## config.mk

```make
export PLATFORM = sky130hd
export DESIGN_NAME = pc_sequencer
export DESIGN_NICKNAME = d
export VERILOG_FILES = /design/src/rtl/risc_pkg.sv /design/src/rtl/branch_cond.sv /design/src/rtl/pc_sequencer.sv
export SDC_FILE = /design/constraint.sdc
export NUM_CORES = 1
export LEC_CHECK = 0
export ABC_AREA = 1
export BUFFER_PORTS_ARGS = -buffer_cell sky130_fd_sc_hd__buf_2
export CAP_MARGIN = 20
export CORE_UTILIZATION = 54
export DETAILED_ROUTE_END_ITERATION = 6
export PLACE_DENSITY = 0.83
export SYNTH_ARGS = -nofsm -noshare
export SYNTH_HDL_FRONTEND = slang
export SYNTH_HIERARCHICAL = 1
export SYNTH_SLANG_ARGS = --single-unit
```

## constraint.sdc

```tcl
create_clock -name clk -period 3.96 [get_ports clk]
set_clock_uncertainty 0.2 [all_clocks]
set_input_delay 0.792 -clock clk [delete_from_list [all_inputs] [get_ports clk]]
set_output_delay 0.792 -clock clk [all_outputs]
set_load 0.02 [all_outputs]
```

## src/rtl/risc_pkg.sv

```systemverilog
`default_nettype none
// ============================================================================
// Module      : risc_pkg
// Description : Shared encodings for the RISC core control interface:
//               next-PC select, branch condition codes and the fetch
//               sequencer state encoding.
// Revision    : 1.0 - initial release
// ============================================================================
package risc_pkg;

   // Next-PC source selected by the decoder
   typedef enum logic [1:0] {
      PC_SEQ  = 2'b00,
      PC_JUMP = 2'b01,
      PC_JR   = 2'b10,
      PC_RSVD = 2'b11
   } pc_sel_e;

   // Branch condition codes; anything above BR_NS is undefined
   typedef enum logic [3:0] {
      BR_ALWAYS = 4'b0000,
      BR_S      = 4'b0001,
      BR_Z      = 4'b0010,
      BR_NZ     = 4'b0011,
      BR_C      = 4'b0100,
      BR_NC     = 4'b0101,
      BR_V      = 4'b0110,
      BR_NV     = 4'b0111,
      BR_NS     = 4'b1000
   } br_type_e;

   // Sequencer state encoding
   typedef logic [1:0] state_t;
   localparam state_t ST_IDLE  = 2'b00;
   localparam state_t ST_FETCH = 2'b01;
   localparam state_t ST_ISSUE = 2'b10;
   localparam state_t ST_EXEC  = 2'b11;

endpackage
`default_nettype wire

```

## src/rtl/branch_cond.sv

```systemverilog
`default_nettype none
// ============================================================================
// Module      : branch_cond
// Description : Combinational branch condition evaluator. Reports whether
//               the condition holds and whether the code is undefined.
//               Undefined codes are never taken.
// Revision    : 1.0 - initial release
// ============================================================================
module branch_cond
   import risc_pkg::*;
(
   input  logic [3:0] br_type,
   input  logic       flag_z,
   input  logic       flag_s,
   input  logic       flag_c,
   input  logic       flag_v,
   output logic       taken,
   output logic       undef
);

   // Decode the condition code against the ALU flags
   always_comb begin
      taken = 1'b0;
      undef = 1'b0;
      case (br_type)
         BR_ALWAYS: taken = 1'b1;
         BR_S:      taken = flag_s;
         BR_Z:      taken = flag_z;
         BR_NZ:     taken = ~flag_z;
         BR_C:      taken = flag_c;
         BR_NC:     taken = ~flag_c;
         BR_V:      taken = flag_v;
         BR_NV:     taken = ~flag_v;
         BR_NS:     taken = ~flag_s;
         default:   undef = 1'b1;
      endcase
   end

endmodule
`default_nettype wire

```

## src/rtl/pc_sequencer.sv

```systemverilog
`default_nettype none
// ============================================================================
// Module      : pc_sequencer
// Description : Program counter, instruction fetch over a req/ack memory
//               handshake, single-cycle issue to the decoder, and next-PC
//               selection once execute completes.
// Revision    : 1.0 - initial release
// ============================================================================
module pc_sequencer
   import risc_pkg::*;
#(
   parameter int               ADDR_W   = 32,
   parameter logic [ADDR_W-1:0] RESET_PC = '0
) (
   input  logic              clk,
   input  logic              rst_n,
   output logic              imem_req,
   output logic [ADDR_W-1:0] imem_addr,
   input  logic              imem_ack,
   input  logic [31:0]       imem_rdata,
   output logic [31:0]       instr,
   output logic              instr_valid,
   input  logic              exec_done,
   input  logic [1:0]        pc_sel,
   input  logic              br_en,
   input  logic [3:0]        br_type,
   input  logic              flag_z,
   input  logic              flag_s,
   input  logic              flag_c,
   input  logic              flag_v,
   input  logic [ADDR_W-1:0] rs_value,
   output logic [ADDR_W-1:0] pc,
   output logic [ADDR_W-1:0] link_addr,
   output logic [31:0]       retired,
   output logic              err_pulse
);

   state_t            r_state;
   logic              r_armed;
   logic [ADDR_W-1:0] r_pc;
   logic [31:0]       r_instr;
   logic [31:0]       r_retired;
   logic              r_err;

   logic [ADDR_W-1:0] w_pc_plus4;
   logic [ADDR_W-1:0] w_br_off;
   logic [ADDR_W-1:0] w_jump_tgt;
   logic [ADDR_W-1:0] w_next_pc;
   logic              w_err;
   logic              w_taken;
   logic              w_undef;

   assign w_pc_plus4 = r_pc + ADDR_W'(4);
   // Word offset: sign-extended 16-bit immediate scaled by 4
   assign w_br_off   = {{(ADDR_W-18){r_instr[15]}}, r_instr[15:0], 2'b00};

   // Region-relative jump keeps the upper bits of pc+4 above bit 27
   generate
      if (ADDR_W > 28) begin : g_jump_wide
         assign w_jump_tgt = {w_pc_plus4[ADDR_W-1:28], r_instr[25:0], 2'b00};
      end else begin : g_jump_narrow
         logic [27:0] w_jump_full;
         assign w_jump_full = {r_instr[25:0], 2'b00};
         assign w_jump_tgt  = w_jump_full[ADDR_W-1:0];
      end
   endgenerate

   branch_cond u_branch_cond (
      .br_type (br_type),
      .flag_z  (flag_z),
      .flag_s  (flag_s),
      .flag_c  (flag_c),
      .flag_v  (flag_v),
      .taken   (w_taken),
      .undef   (w_undef)
   );

   // Next-PC selection and error detection for the completing instruction
   always_comb begin
      w_next_pc = w_pc_plus4;
      w_err     = 1'b0;
      case (pc_sel)
         PC_SEQ: begin
            if (br_en) begin
               if (w_taken) begin
                  w_next_pc = w_pc_plus4 + w_br_off;
               end
               w_err = w_undef;
            end
         end
         PC_JUMP: w_next_pc = w_jump_tgt;
         PC_JR: begin
            w_next_pc = {rs_value[ADDR_W-1:2], 2'b00};
            w_err     = |rs_value[1:0];
         end
         default: w_err = 1'b1;
      endcase
   end

   // Sequencer FSM plus PC, instruction latch, retire counter and error flag.
   // r_armed holds IDLE for one full cycle after reset release.
   always_ff @(posedge clk or negedge rst_n) begin
      if (!rst_n) begin
         r_state   <= ST_IDLE;
         r_armed   <= 1'b0;
         r_pc      <= RESET_PC;
         r_instr   <= '0;
         r_retired <= '0;
         r_err     <= 1'b0;
      end else begin
         r_err <= 1'b0;
         case (r_state)
            ST_IDLE: begin
               r_armed <= 1'b1;
               if (r_armed) begin
                  r_state <= ST_FETCH;
               end
            end
            ST_FETCH: begin
               if (imem_ack) begin
                  r_instr <= imem_rdata;
                  r_state <= ST_ISSUE;
               end
            end
            ST_ISSUE: r_state <= ST_EXEC;
            ST_EXEC: begin
               if (exec_done) begin
                  r_pc      <= w_next_pc;
                  r_retired <= r_retired + 32'd1;
                  r_err     <= w_err;
                  r_state   <= ST_FETCH;
               end
            end
            default: r_state <= ST_IDLE;
         endcase
      end
   end

   assign imem_req    = (r_state == ST_FETCH);
   assign imem_addr   = r_pc;
   assign instr       = r_instr;
   assign instr_valid = (r_state == ST_ISSUE);
   assign pc          = r_pc;
   assign link_addr   = w_pc_plus4;
   assign retired     = r_retired;
   assign err_pulse   = r_err;

endmodule
`default_nettype wire

```

### Word level (Yosys, flattened, before mapping)

Index checks and enable logic that the tools add are counted.

* add/subtract/negate cells: 3
* equal/unequal tests: 16
* muxes and demuxes: 13
* bitwise logic cells: 4
* reduce and logical (&&, ||, !) cells: 8

Operators by type and width (count)
* case mux 32 bit (3 select lines): 1
* 2-to-1 mux 32 bit: 2
* adder 32 x 1 -> 32 bit, second input constant: 1
* adder 32 x 3 -> 32 bit, second input constant: 1
* adder 32 bit: 1
* equality test 4 x 3 -> 1 bit, second input constant: 4
* case mux 1 bit (9 select lines): 1
* OR reduction 9 bit: 1
* equality test 4 x 2 -> 1 bit, second input constant: 2
* case mux 2 bit (4 select lines): 1
* equality test 2 bit, second input constant: 3
* 2-to-1 mux 2 bit: 3
* equality test 2 x 1 -> 1 bit, second input constant: 2
* equality test 4 x 1 -> 1 bit, second input constant: 1
* equality test 4 bit, second input constant: 1
* zero test 2 bit: 2
* zero test 4 bit: 1
* 2-to-1 mux 1 bit: 4
* inequality test 2 bit, second input constant: 2
* NOT 1 bit: 4
* AND reduction 2 bit: 2
* case mux 1 bit (3 select lines): 1
* AND reduction 3 bit: 1
* inequality test 2 x 1 -> 1 bit, second input constant: 1
* OR reduction 2 bit: 1

* flip-flop bits (word level): 100
* input bits: 79
* output and inout bits: 163
* logic and storage cells: 50

### Logic depth before layout (Yosys ltp)

* depth in word-level cells: 7
* gate-level depth with buffers: 26
* gate-level depth less buffers: 26

### Hierarchy

The synthesis kept the hierarchy.

Modules (own cells, without submodules)
* pc_sequencer: instances 1, cells each 1240, area an instance 8239.2 µm², seq. area each 2452.4 µm²
* branch_cond: instances 1, cells each 30, area an instance 120.1 µm², seq. area each 0.0 µm²

### Worst setup path before layout

OpenSTA, ideal clock, no wires.

* path type: register to register
* start point: register r_pc[3], in the netlist imem_addr[3]
* end point: register r_pc[30], in the netlist imem_addr[30]
* library setup time: 0.113 ns
* arrival: 3.181 ns
* data required time: 3.647 ns
* path slack: 0.466 ns
* stages on the path, launching flop included: 21
* buffers on the path: 0
* clock period less this slack: 3.494 ns
* path through: dfrtp_1 ha_1 nand3_2 nor2_1 nand3_1 nor2_1 nand2_1 xor2_1 ha_1 nand2_1 inv_1 a21oi_1 nor2_1 nor2_1 nor2_1 nor2_1 nand3_1 nand3_1 nand3_1 nand2_1 inv_1

* word-level cells in the longest chain between the ends: 5

Ends and longest elaborated chain
* from (decl): RTL line pc_sequencer.sv:40 `logic [ADDR_W-1:0] r_pc;`
* from (signal assigned): RTL line pc_sequencer.sv:128 `r_pc <= w_next_pc;`
* adder 32 x 3 -> 32 bit: RTL line pc_sequencer.sv:53 `assign w_pc_plus4 = r_pc + ADDR_W'(4);`
* via link_addr[16]: RTL line pc_sequencer.sv:33 `output logic [ADDR_W-1:0] link_addr,`
* adder 32 bit: RTL line pc_sequencer.sv:86 `w_next_pc = w_pc_plus4 + w_br_off;`
* 2-to-1 mux 32 bit: RTL line pc_sequencer.sv:85 `if (w_taken) begin`
* 2-to-1 mux 32 bit: RTL line pc_sequencer.sv:84 `if (br_en) begin`
* case mux 32 bit (3 select lines): RTL line pc_sequencer.sv:82 `case (pc_sel)`

The timed path passes the listed nets, and every way through them passes these cells.
A chain may end at the register's enable or synchronous reset.

### Final worst setup path

* start point: register r_pc[7], in the netlist imem_addr[7]
* end point: register r_pc[16], in the netlist imem_addr[16]

* word-level cells in the longest chain between the ends: 5

Ends and longest elaborated chain (RTL line)
* adder 32 x 3 -> 32 bit *: pc_sequencer.sv:53
* adder 32 bit: pc_sequencer.sv:86
* 2-to-1 mux 32 bit: pc_sequencer.sv:85
* 2-to-1 mux 32 bit: pc_sequencer.sv:84
* case mux 32 bit (3 select lines) *: pc_sequencer.sv:82

Mark *: on every way between the ends. The rest lies on a longest branch, timed or not.

==> impl_metrics.csv <==
group,metric,value,unit
synthesis,number_of_enable_type_register_cells_in_the_synthesized_netlist,0,
synthesis,synthDominantCellAreaShare,29.3,%
finish,stdcell_area,10000,um^2
finish,most_common_cell_after_layout_fill_and_taps_aside,"sky130_fd_sc_hd__nand2_1",
detailed_routing,drt-initial-drc-count,897,
detailed_routing,drc_violations_left,0,
synthesis,synth-async-reset-ratio,100,%
detailed_routing,drt_pre_antenna_iters,5,
power_and_ir_drop,pwr_density_cell,928,nW/um^2
global_route,grt_pass1_vias,8335,
synthesis,post_synth_num_cell_types,47,
synthesis,avgSynthCellArea,6.58,um^2
finish,nNetsFinal,1610,
die,initial_core_util,55.2,%
cts,htree_num_levels,3,
run,max-cap-violations,0,
sta,worst_slew_margin_rel,33.9,%
critical_path,startpoint_type,"flop",
synthesis,count_of_state_elements_after_synthesis,98,
critical_path,path_depth,18,
die,core,15100,um^2
detailed_routing,avgRoutedWirePerCell,17.2,um
global_route,grt_use_total,36.7,%
critical_path,worst_r2r_startpoint,"imem_addr[7]$_DFFE_PN0P_",
power_and_ir_drop,ir_drop,0.681,mV
synthesis,synth.area.top_cells,"sky130_fd_sc_hd__dfrtp_1, sky130_fd_sc_hd__nand2_1, sky130_fd_sc_hd__inv_1",
sta,finalCritPeriodShare,92.5,%
die,die_area,16000,um^2
sta,fmax,273,MHz
detailed_routing,drt_wl_total,28900,um
sta,rsz0062_at_grt,"false",
power_and_ir_drop,power.static_leakage,0.00575,uW
sta,drv_slew,0,
global_route,number_of_antenna_violations_at_the_first_check_in_global_routing,0,
critical_path,timing.setup.critical_path_class,"flop to flop",
critical_path,cp_max_fo,7,
die,chipWidth,126,um
cts,clock_sinks,98,
critical_path,cp-end-kind,"flop",
finish,synthToLayoutAreaGrowth,19.8,%
die,die_h,126,um
critical_path,critPathMaxStageDelay,0.53,ns
cts,cts-buffers-inserted,9,
finish,most-common-layout-cells,"sky130_fd_sc_hd__nand2_1, sky130_fd_sc_hd__buf_2, sky130_fd_sc_hd__inv_1, sky130_fd_sc_hd__nor2_1, sky130_fd_sc_hd__dfrtp_1",
sta,report.final.hold_viol_count,0,
finish,post_route_cells_drive_above_1_share,22.6,%
outcome,outcome,"completed",
detailed_routing,viasPerCell,5.46,
placement,placement.cell_area,9620,um^2
placement,dp.final_hpwl,22800,um
die,floorplan.rows,45,
die,ioPinCount,242,
critical_path,timing.critical_path.to,"imem_addr[16]$_DFFE_PN0P_",
critical_path,cp_most_frequent_cell,"sky130_fd_sc_hd__nand2_1",
synthesis,synthCells,1270,
finish,antenna-diode-count,0,
synthesis,synth_sequential_area_ratio,29.3,%
synthesis,synthesis.yosys.warnings,6,
cts,cts_setup_buffers,0,
critical_path,timing.critical_path.arrival,3.73,ns
global_route,grt_pass1_wl,44800,um
critical_path,crit_start,"imem_addr[7]$_DFFE_PN0P_",
synthesis,synth_area_leader_cell,"sky130_fd_sc_hd__dfrtp_1",
cts,clock-root-buffer,"sky130_fd_sc_hd__clkbuf_16",
global_route,grt_max_degree,53,
sta,setup-violations-final,0,
sta,worst_pin_slew,0.988,ns
cts,clock_tree.buffer_depth,2,
critical_path,worstPathBufferInverterCount,3,
cts,tritoncts_clock_tree,"yes",
placement,gp_routability_congestion,1.06,
cts,worstSkewPairLatency,0.37,ns
placement,port_bufs,235,
critical_path,critical_path_cell_list,"nand2_1 > nor3_1 > nand2_1 > nand2_1 > nand2_1 > inv_1 > ha_1 > nand2_1 > inv_1 > a21oi_1 > nand3_1 > nand2_1 > nand3_1 > or2_2 > nand3_1 > nand3_1 > nand2_1 > inv_1",
detailed_routing,dr_total_vias,9171,
critical_path,crit_required,4.03,ns
synthesis,syn_area,8360,um^2
detailed_routing,detail-route-antenna-nets,0,
synthesis,ys.flop_type,"sky130_fd_sc_hd__dfrtp_1",
hold_path,worstHoldPathType,"primary input to async pin",
critical_path,worst-r2r-setup-slack,0.30,ns
sta,hold_ws,0.280,ns
global_route,overflow,0,
sta,min_period,3.66,ns
critical_path,r2r_cells,18,
cts,reg_clk_slew_reported_paths,0.08,ns
finish,final_util,66.1,%
critical_path,crit_family,"simple AND/OR/NAND/NOR gates",
critical_path,worst_r2r_endpoint,"imem_addr[16]$_DFFE_PN0P_",
critical_path,cp_slowest_cell,"sky130_fd_sc_hd__dfrtp_1",
worst register-to-register path, stage by stage (launching register included):
cell and delay (ns):
sky130_fd_sc_hd__dfrtp_1 0.53, sky130_fd_sc_hd__nand2_1 0.14, sky130_fd_sc_hd__nor3_1 0.32, sky130_fd_sc_hd__nand2_1 0.24, sky130_fd_sc_hd__nand2_1 0.11, sky130_fd_sc_hd__nand2_1 0.09
sky130_fd_sc_hd__inv_1 0.11, sky130_fd_sc_hd__ha_1 0.28, sky130_fd_sc_hd__nand2_1 0.15, sky130_fd_sc_hd__inv_1 0.05, sky130_fd_sc_hd__a21oi_1 0.26, sky130_fd_sc_hd__nand3_1 0.25
sky130_fd_sc_hd__nand2_1 0.11, sky130_fd_sc_hd__nand3_1 0.14, sky130_fd_sc_hd__or2_2 0.31, sky130_fd_sc_hd__nand3_1 0.09, sky130_fd_sc_hd__nand3_1 0.08, sky130_fd_sc_hd__nand2_1 0.06
sky130_fd_sc_hd__inv_1 0.04
synthesized netlist by cell type, drive strengths merged (18+ instances only):
master  count
nor3       21
nor2      120
buf        43
xnor2      22
inv       214
o21ai      38
nand3      91
a21oi      55
xor2       27
nand2     392
mux2       18
dfrtp      98
ha         42
nand4      20
power breakdown:
part	total [uW]	internal (uW)	switching, uW
registers	1860	1350	517
clock network	983	523	459
logic	6440	2120	4320
final cells by class:
class	instances	area, um^2
Clock inverter	6	83.8
Multi-Input combinational cell	907	4840
Sequential cell	98	2450
Tap cell	188	235
Inverter	216	811
Clock buffer	10	239
Fill cell	1397	5130
Timing Repair Buffer	256	1350
how the worst min path moves through the flow:
stage	startpoint	to	slack (ns)	cells after the start
floorplan	r_armed$_DFFE_PN0N_	r_armed$_DFFE_PN0N_	0.24	1
global placement	r_armed$_DFFE_PN0N_	r_armed$_DFFE_PN0N_	0.25	1
detailed placement	retired[31]$_DFFE_PN0P_	retired[31]$_DFFE_PN0P_	0.26	1
CTS	retired[31]$_DFFE_PN0P_	retired[31]$_DFFE_PN0P_	0.28	1
global route	r_armed$_DFFE_PN0N_	r_armed$_DFFE_PN0N_	0.29	1
finish	rst_n	instr[17]$_DFFE_PN0P_	0.28	1
state kept, by name (all words and copies together) (netlist names):
| name | flops |
|---|---|
| instr | 32 |
| retired | 32 |
| imem_addr | 30 |
| r_state | 2 |
| err_pulse | 1 |
| r_armed | 1 |
stage by stage:
stage / cells / setup slack (ns) / TNS (ns) / power (uW)
6_report: 1681 / 0.296 / 0 / 9290
4_1_cts: 1681 / 0.0563 / 0 / 9110
3_5_place_dp: 1665 / -0.198 / -0.398 / 8090
5_1_grt: 1681 / 0.0170 / 0 / 9990
2_1_floorplan: 1275 / 0.466 / 0 / 6240
3_3_place_gp: 1665 / -0.190 / -0.339 / 8060
repair_timing:
| action | 4_1_cts | 5_1_grt |
|---|---|---|
| resized for setup | 4 | 11 |
| endpoints found under the setup margin | 6 | 15 |
| hold buffers | 0 | 0 |
routing by layer:
layer | GRT usage, % | vias up | part of all wire (%)
met5 | 0 | - | 0
met4 | 16.4 | 0 | 4.2
met3 | 5.95 | 85 | 9.2
met2 | 58.2 | 494 | 45
met1 | 49.4 | 4196 | 41
li1 | - | 4396 | -
cells by family after synthesis:
kind of cell    Yosys count  share of synthesized area [%]
simple gates            662                           33.8
xor+xnor                 49                           5.13
other cells               1                         0.0449
buf+inv                 270                           13.8
fa+ha+maj                43                           6.53
compound gates          129                           8.92
flops                    98                           29.3
mux                      18                           2.42
No activity file was read; power rests on OpenSTA's default activity.
